**src/rtl/serializer_sched_pkg.sv**
```systemverilog
// serializer_sched_pkg: FSM state type and default sizing shared by the serializer scheduler.
package serializer_sched_pkg;
    typedef enum logic [1:0] {IDLE, ISSUE, WAIT_ACK, WAIT_DONE} state_t;
    localparam int DEF_NUM_REQ        = 4;
    localparam int DEF_DATA_BUS_WIDTH = 16;
    localparam int DEF_DATA_MOD_WIDTH = 4;
    localparam int DEF_ACK_TIMEOUT    = 4;
endpackage

```
**src/rtl/serializer_rr_arbiter.sv**
```systemverilog
// serializer_rr_arbiter: combinational round-robin pick, searching upward from ptr with wrap.
module serializer_rr_arbiter #(
    parameter int NUM_REQ = 4,
    parameter int IW      = $clog2(NUM_REQ)
) (
    input  logic [NUM_REQ-1:0] req,
    input  logic [IW-1:0]      ptr,
    output logic [NUM_REQ-1:0] gnt,
    output logic [IW-1:0]      idx
);
    logic found;
    int   c;
    always_comb begin
        gnt   = '0;
        idx   = '0;
        found = 1'b0;
        c     = 0;
        for (int k = 0; k < NUM_REQ; k++) begin
            c = int'(ptr) + k;
            if (c >= NUM_REQ) c = c - NUM_REQ;
            if (!found && req[c]) begin
                found  = 1'b1;
                gnt[c] = 1'b1;
                idx    = IW'(c);
            end
        end
    end
endmodule

```
**src/rtl/serializer_scheduler.sv**
```systemverilog
// serializer_scheduler: round-robin grants parallel words from several requesters to one serializer,
// issues each as a one-cycle strobe and tracks the serializer busy handshake with an ack timeout.
module serializer_scheduler
    import serializer_sched_pkg::*;
#(
    parameter int NUM_REQ        = DEF_NUM_REQ,
    parameter int DATA_BUS_WIDTH = DEF_DATA_BUS_WIDTH,
    parameter int DATA_MOD_WIDTH = DEF_DATA_MOD_WIDTH,
    parameter int ACK_TIMEOUT    = DEF_ACK_TIMEOUT
) (
    input  logic                                    clk_i,
    input  logic                                    srst_i,
    input  logic [NUM_REQ-1:0][DATA_BUS_WIDTH-1:0]  req_data_i,
    input  logic [NUM_REQ-1:0][DATA_MOD_WIDTH-1:0]  req_mod_i,
    input  logic [NUM_REQ-1:0]                      req_val_i,
    output logic [NUM_REQ-1:0]                      req_ready_o,
    output logic [DATA_BUS_WIDTH-1:0]               ser_data_o,
    output logic [DATA_MOD_WIDTH-1:0]               ser_mod_o,
    output logic                                    ser_val_o,
    input  logic                                    ser_busy_i,
    output logic [$clog2(NUM_REQ)-1:0]              grant_id_o,
    output logic [7:0]                              timeout_cnt_o
);
    localparam int IW = $clog2(NUM_REQ);
    state_t               state;
    logic [IW-1:0]        ptr;
    logic [IW-1:0]        sel_idx;
    logic [IW-1:0]        arb_idx;
    logic [NUM_REQ-1:0]   arb_gnt;
    logic [7:0]           tmr;
    logic                 xfer;
    serializer_rr_arbiter #(.NUM_REQ(NUM_REQ), .IW(IW)) u_arb (
        .req (req_val_i),
        .ptr (ptr),
        .gnt (arb_gnt),
        .idx (arb_idx)
    );
    assign xfer = |(req_ready_o & req_val_i) && !ser_busy_i;
    // ready is offered for a single cycle; if not taken, arbitration restarts from scratch
    always_ff @(posedge clk_i or posedge srst_i) begin
        if (srst_i) begin
            state         <= IDLE;
            ptr           <= '0;
            sel_idx       <= '0;
            tmr           <= '0;
            req_ready_o   <= '0;
            ser_data_o    <= '0;
            ser_mod_o     <= '0;
            ser_val_o     <= 1'b0;
            grant_id_o    <= '0;
            timeout_cnt_o <= '0;
        end else begin
            ser_val_o <= 1'b0;
            case (state)
                IDLE: begin
                    if (xfer) begin
                        req_ready_o <= '0;
                        grant_id_o  <= sel_idx;
                        ser_data_o  <= req_data_i[sel_idx];
                        ser_mod_o   <= req_mod_i[sel_idx];
                        ser_val_o   <= 1'b1;
                        ptr         <= (sel_idx == IW'(NUM_REQ - 1)) ? '0 : sel_idx + 1'b1;
                        state       <= ISSUE;
                    end else if (|req_ready_o) begin
                        req_ready_o <= '0;
                    end else if (!ser_busy_i && |req_val_i) begin
                        req_ready_o <= arb_gnt;
                        sel_idx     <= arb_idx;
                    end
                end
                ISSUE: begin
                    tmr   <= '0;
                    state <= WAIT_ACK;
                end
                WAIT_ACK: begin
                    if (ser_busy_i) begin
                        state <= WAIT_DONE;
                    end else if (tmr == 8'(ACK_TIMEOUT - 1)) begin
                        state         <= IDLE;
                        timeout_cnt_o <= (timeout_cnt_o == 8'hFF) ? 8'hFF : timeout_cnt_o + 8'd1;
                    end else begin
                        tmr <= tmr + 8'd1;
                    end
                end
                WAIT_DONE: state <= ser_busy_i ? WAIT_DONE : IDLE;
                default:   state <= IDLE;
            endcase
        end
    end
endmodule

```
**config.mk**
```make
export PLATFORM = sky130hd
export DESIGN_NAME = serializer_scheduler
export DESIGN_NICKNAME = d
export VERILOG_FILES = /design/src/rtl/serializer_sched_pkg.sv /design/src/rtl/serializer_rr_arbiter.sv /design/src/rtl/serializer_scheduler.sv
export SDC_FILE = /design/constraint.sdc
export NUM_CORES = 1
export LEC_CHECK = 0
export BUFFER_PORTS_ARGS = -buffer_cell sky130_fd_sc_hd__buf_2
export CORE_MARGIN = 2
export CORE_UTILIZATION = 49
export DETAILED_ROUTE_END_ITERATION = 7
export GPL_TIMING_DRIVEN = 0
export PLACE_DENSITY = 0.91
export SLEW_MARGIN = 20
export SYNTH_ARGS = -nofsm -noshare
export SYNTH_HDL_FRONTEND = slang
export SYNTH_SLANG_ARGS = --single-unit
```
**constraint.sdc**
```tcl
create_clock -name clk_i -period 2.8 [get_ports clk_i]
set_clock_uncertainty 0.2 [all_clocks]
set_input_delay 0.28 -clock clk_i [delete_from_list [all_inputs] [get_ports clk_i]]
set_output_delay 0.28 -clock clk_i [all_outputs]
set_load 0.005 [all_outputs]
```
==> summary.md <==
| Metric | Value |
|---|---|
| Status | `finished with violations` |
| Failing checks | `DRC` |
| Worst Max-Slew Pin Slew | `0.798 ns` |
| Worst path cell trace | `clkbuf_2 -> inv_1 -> ha_2 -> mux4_2 -> inv_1 -> nor2_1 -> a222oi_1 -> o21ai_0` |
| Max incr delay on CP | `between 0.4 and 0.5 ns` |
| Die Wd | `81.7 um` |
| Grt ovf | `0` |
| Final Worst Setup Slack | `0.230 ns` |
| Hold_ws | `around 0.12 ns` |
| Relative slew slack | `46.8%` |
| Syn nets | `341` |
| TritonCTS clock tree | `done` |
| Largest net degree at the start of global routing | `33` |
| Die Height | `~80 um` |
| FMAX | `389 MHz` |
| Mean Syn Cell Area | `12.0 um2` |
| Nature of the critical path endpoint | `register` |
| Number of fill cells | `426` |
| Total of max-cap violations | `0` |
| Synthesized area | `between 2000 and 3000 um2` |
| Register area share after synthesis | `about two fifths` |
| Hold Crit Class | `input port to register` |
| CP max stage cell | `dfrtp_2` |
| Pwr Density | `roughly 940 nW/um2` |
| Largest cells by area after synthesis | `dfrtp_1, mux4_2, mux2_2` |
| Nets | `around 470` |
| Clock Latency Late Sink | `about 0.3 ns` |
| Crit path launch type | `register` |
| Ys flop type | `dfrtp_1` |
| # rows | `28` |
| Leakage | `around 1.8 nW` |
| Initial Util | `a little over 50%` |
| Most common cell in the netlist | `dfrtp_1` |
| DR pass1 iterations | `8` |
| Hold Vio Cnt, Final | `0` |
| Setup CP Type | `register to register` |
| DRC errors left | `1` |
| Fin crit share | `about nine tenths` |
| Non-filler cells, final | `between 400 and 500` |
| Clk buf depth | `2` |
| I/O pins | `around 120` |
| Tmin final | `between 2 and 3 ns` |
| Floorplan core area | `around 5900 um2` |
| Post-Place Cells | `roughly 440` |
| Die area | `between 6000 and 7000 um2` |
| Root Driver | `clkbuf_8` |
| Post-DR wirelength/cell | `between 15 and 20 um` |
| Dpl hpwl | `between 6 and 7 mm` |
| First-pass GRT wire length | `roughly 14 mm` |
| Initial antenna violation count | `0` |
| Ant diodes | `0` |
| Antenna-violating nets left | `0` |
| Critical path arrival | `roughly 2.6 ns` |
| Post-synth EDFFs | `0` |
| DP Worst Slack | `-0.287 ns` |
| Final setup vio count | `0` |
| Netlist cell types | `48` |
| Routability congestion estimate | `approximately 0.90` |
| Flops & latches, synth | `slightly below 50` |
| Vias in the first global route | `around 2800` |
| Placed Area | `3670 um2` |
| Drt total wl | `between 8 and 9 mm` |
| Pins Over Slew Limit | `0` |
| Layout area overhead | `29.2%` |
| Post-synth top area cell | `dfrtp_1` |
| Finished Cell Area | `between 3000 and 4000 um2` |
| Top post-synthesis cells by count | `dfrtp_1, mux2_2, mux4_2` |
| Cell mode on critical path | `inv_1` |
| Port Buffers | `approximately 120` |
| Clock transition at path regs | `approximately 0.090 ns` |
| Cells after Synth | `around 250` |
| Cts bufs inserted | `5` |
| Clock sinks | `slightly below 50` |
| RSZ-0062 raised after global routing | `false` |
| # H-tree levels | `2` |
| R2r worst-path depth | `8` |
| Top-area cell type share of the netlist area | `about two fifths` |
| Worst EP required | `around 2.8 ns` |
| Final design utilization | `65.0%` |
| Hold Crit Depth | `3` |
| Ys async rst share | `between 90% and 100%` |
| Worst VDD drop | `a little under 0.6 mV` |
| Via count | `roughly 2700` |
| Max FO, Critical Path | `10` |
| Setup Buffers After CTS | `0` |
| GRT Total Usage | `between 20% and 30%` |
| First DRT Iteration DRCs | `176` |
| Share of cells above drive strength 1 | `50.5%` |
| Via density | `around 6.1` |
| Ys Warns | `0` |
==> flip-flops by register name, summed over array words and instances, names as in the netlist <==
signal / flops
state: 2
grant_id_o: 2
tmr: 8
ser_mod_o: 4
ser_val_o: 1
ser_data_o: 16
ptr: 2
sel_idx: 2
timeout_cnt_o: 8
req_ready_o: 4
==> per-layer routing <==
layer	routed length, um	GRT usage (%)
met3	794	7.14
met5	0	0
met2	4280	46.5
met1	3170	31.7
met4	393	13.7
==> what timing repair did <==
action	4_1_cts	5_1_grt
gates resized for setup	2	3
setup endpoints to repair	6	3
hold buffers	1	0
hold endpoints to repair	17	0
==> critical path: cells and delay by family, from the launching register on <==
kind,cells,cell delay [ns]
AND/OR/NAND/NOR,1,0.08
flip-flops,1,0.44
AO/OA/AOI/OAI,2,0.45
adder cells (fa/ha/maj),1,0.43
multiplexers,1,0.39
buffers and inverters,3,0.45
==> layout make-up <==
type                            instances  area, um2  area share, %
Sequential cell                        49       1230           32.1
Clock inverter                          3       68.8           1.80
Tap cell                               75       93.8           2.45
Inverter                                8       30.0          0.785
Multi-Input combinational cell        175       1640           42.9
Timing Repair Buffer                  121        626           16.4
Buffer                                 13       68.8           1.80
Clock buffer                            5       68.8           1.80
==> cell usage in the layout, fill, tap and decap left out, drive strengths merged, types with 3 or more instances in the layout <==
master and count:
buf 126, dfrtp 49, mux2 23, mux4 22, nand2 18, o21ai 14, clkbuf 12, nand3 10
nor2 9, inv 9, nor3 8, ha 8, a31oi 5, nand4 4, and3 4, a32oi 4
and2 3, mux2i 3, a21oi 3, o22a 3, a222oi 3, xnor2 3
==> metrics by stage <==
stage | TNS [ns] | power (mW)
floorplan | 0 | 2.37
global placement | -0.325 | 2.83
detailed placement | -1.25 | 2.97
CTS | 0 | 3.58
global route | 0 | 3.83
finish | 0 | 3.60
==> kinds of logic (layout without fill, tap and decap cells) <==
kind of cell / count (synthesis) / in the layout / share of synthesized area [%]
AOI/OAI and AO/OA: 45 / 45 / 11.0
xor gates and xnor gates: 3 / 3 / 0.888
adders and majority gates: 8 / 8 / 3.38
buffers and inverters: 22 / 150 / 3.42
DFF: 49 / 49 / 41.4
muxes: 48 / 48 / 26.5
and+or+nand+nor: 71 / 71 / 13.4
==> power breakdown <==
group          internal, mW  leakage, nW  switching, mW
clock network         0.359       0.0687          0.243
registers             0.967        0.623          0.229
logic                 0.929         1.13          0.876
==> path summary, 6_finish.rpt <==
kind                                      startpoint                          to  slack (ns)
setup / recovery                  ptr[0]$_DFFE_PP0P_  req_ready_o[0]$_DFFE_PP0P_        0.23
hold / removal                            ser_busy_i        state[0]$_DFFE_PP0P_        0.12
setup reg to reg                  ptr[0]$_DFFE_PP0P_  req_ready_o[0]$_DFFE_PP0P_        0.23
hold reg to reg            ser_data_o[7]$_DFFE_PP0P_   ser_data_o[7]$_DFFE_PP0P_        0.31
max in group asynchronous                     srst_i          ptr[0]$_DFFE_PP0P_        1.57
min in group asynchronous                     srst_i    ser_mod_o[0]$_DFFE_PP0P_        0.30
(Power assumes the default switching activity.)
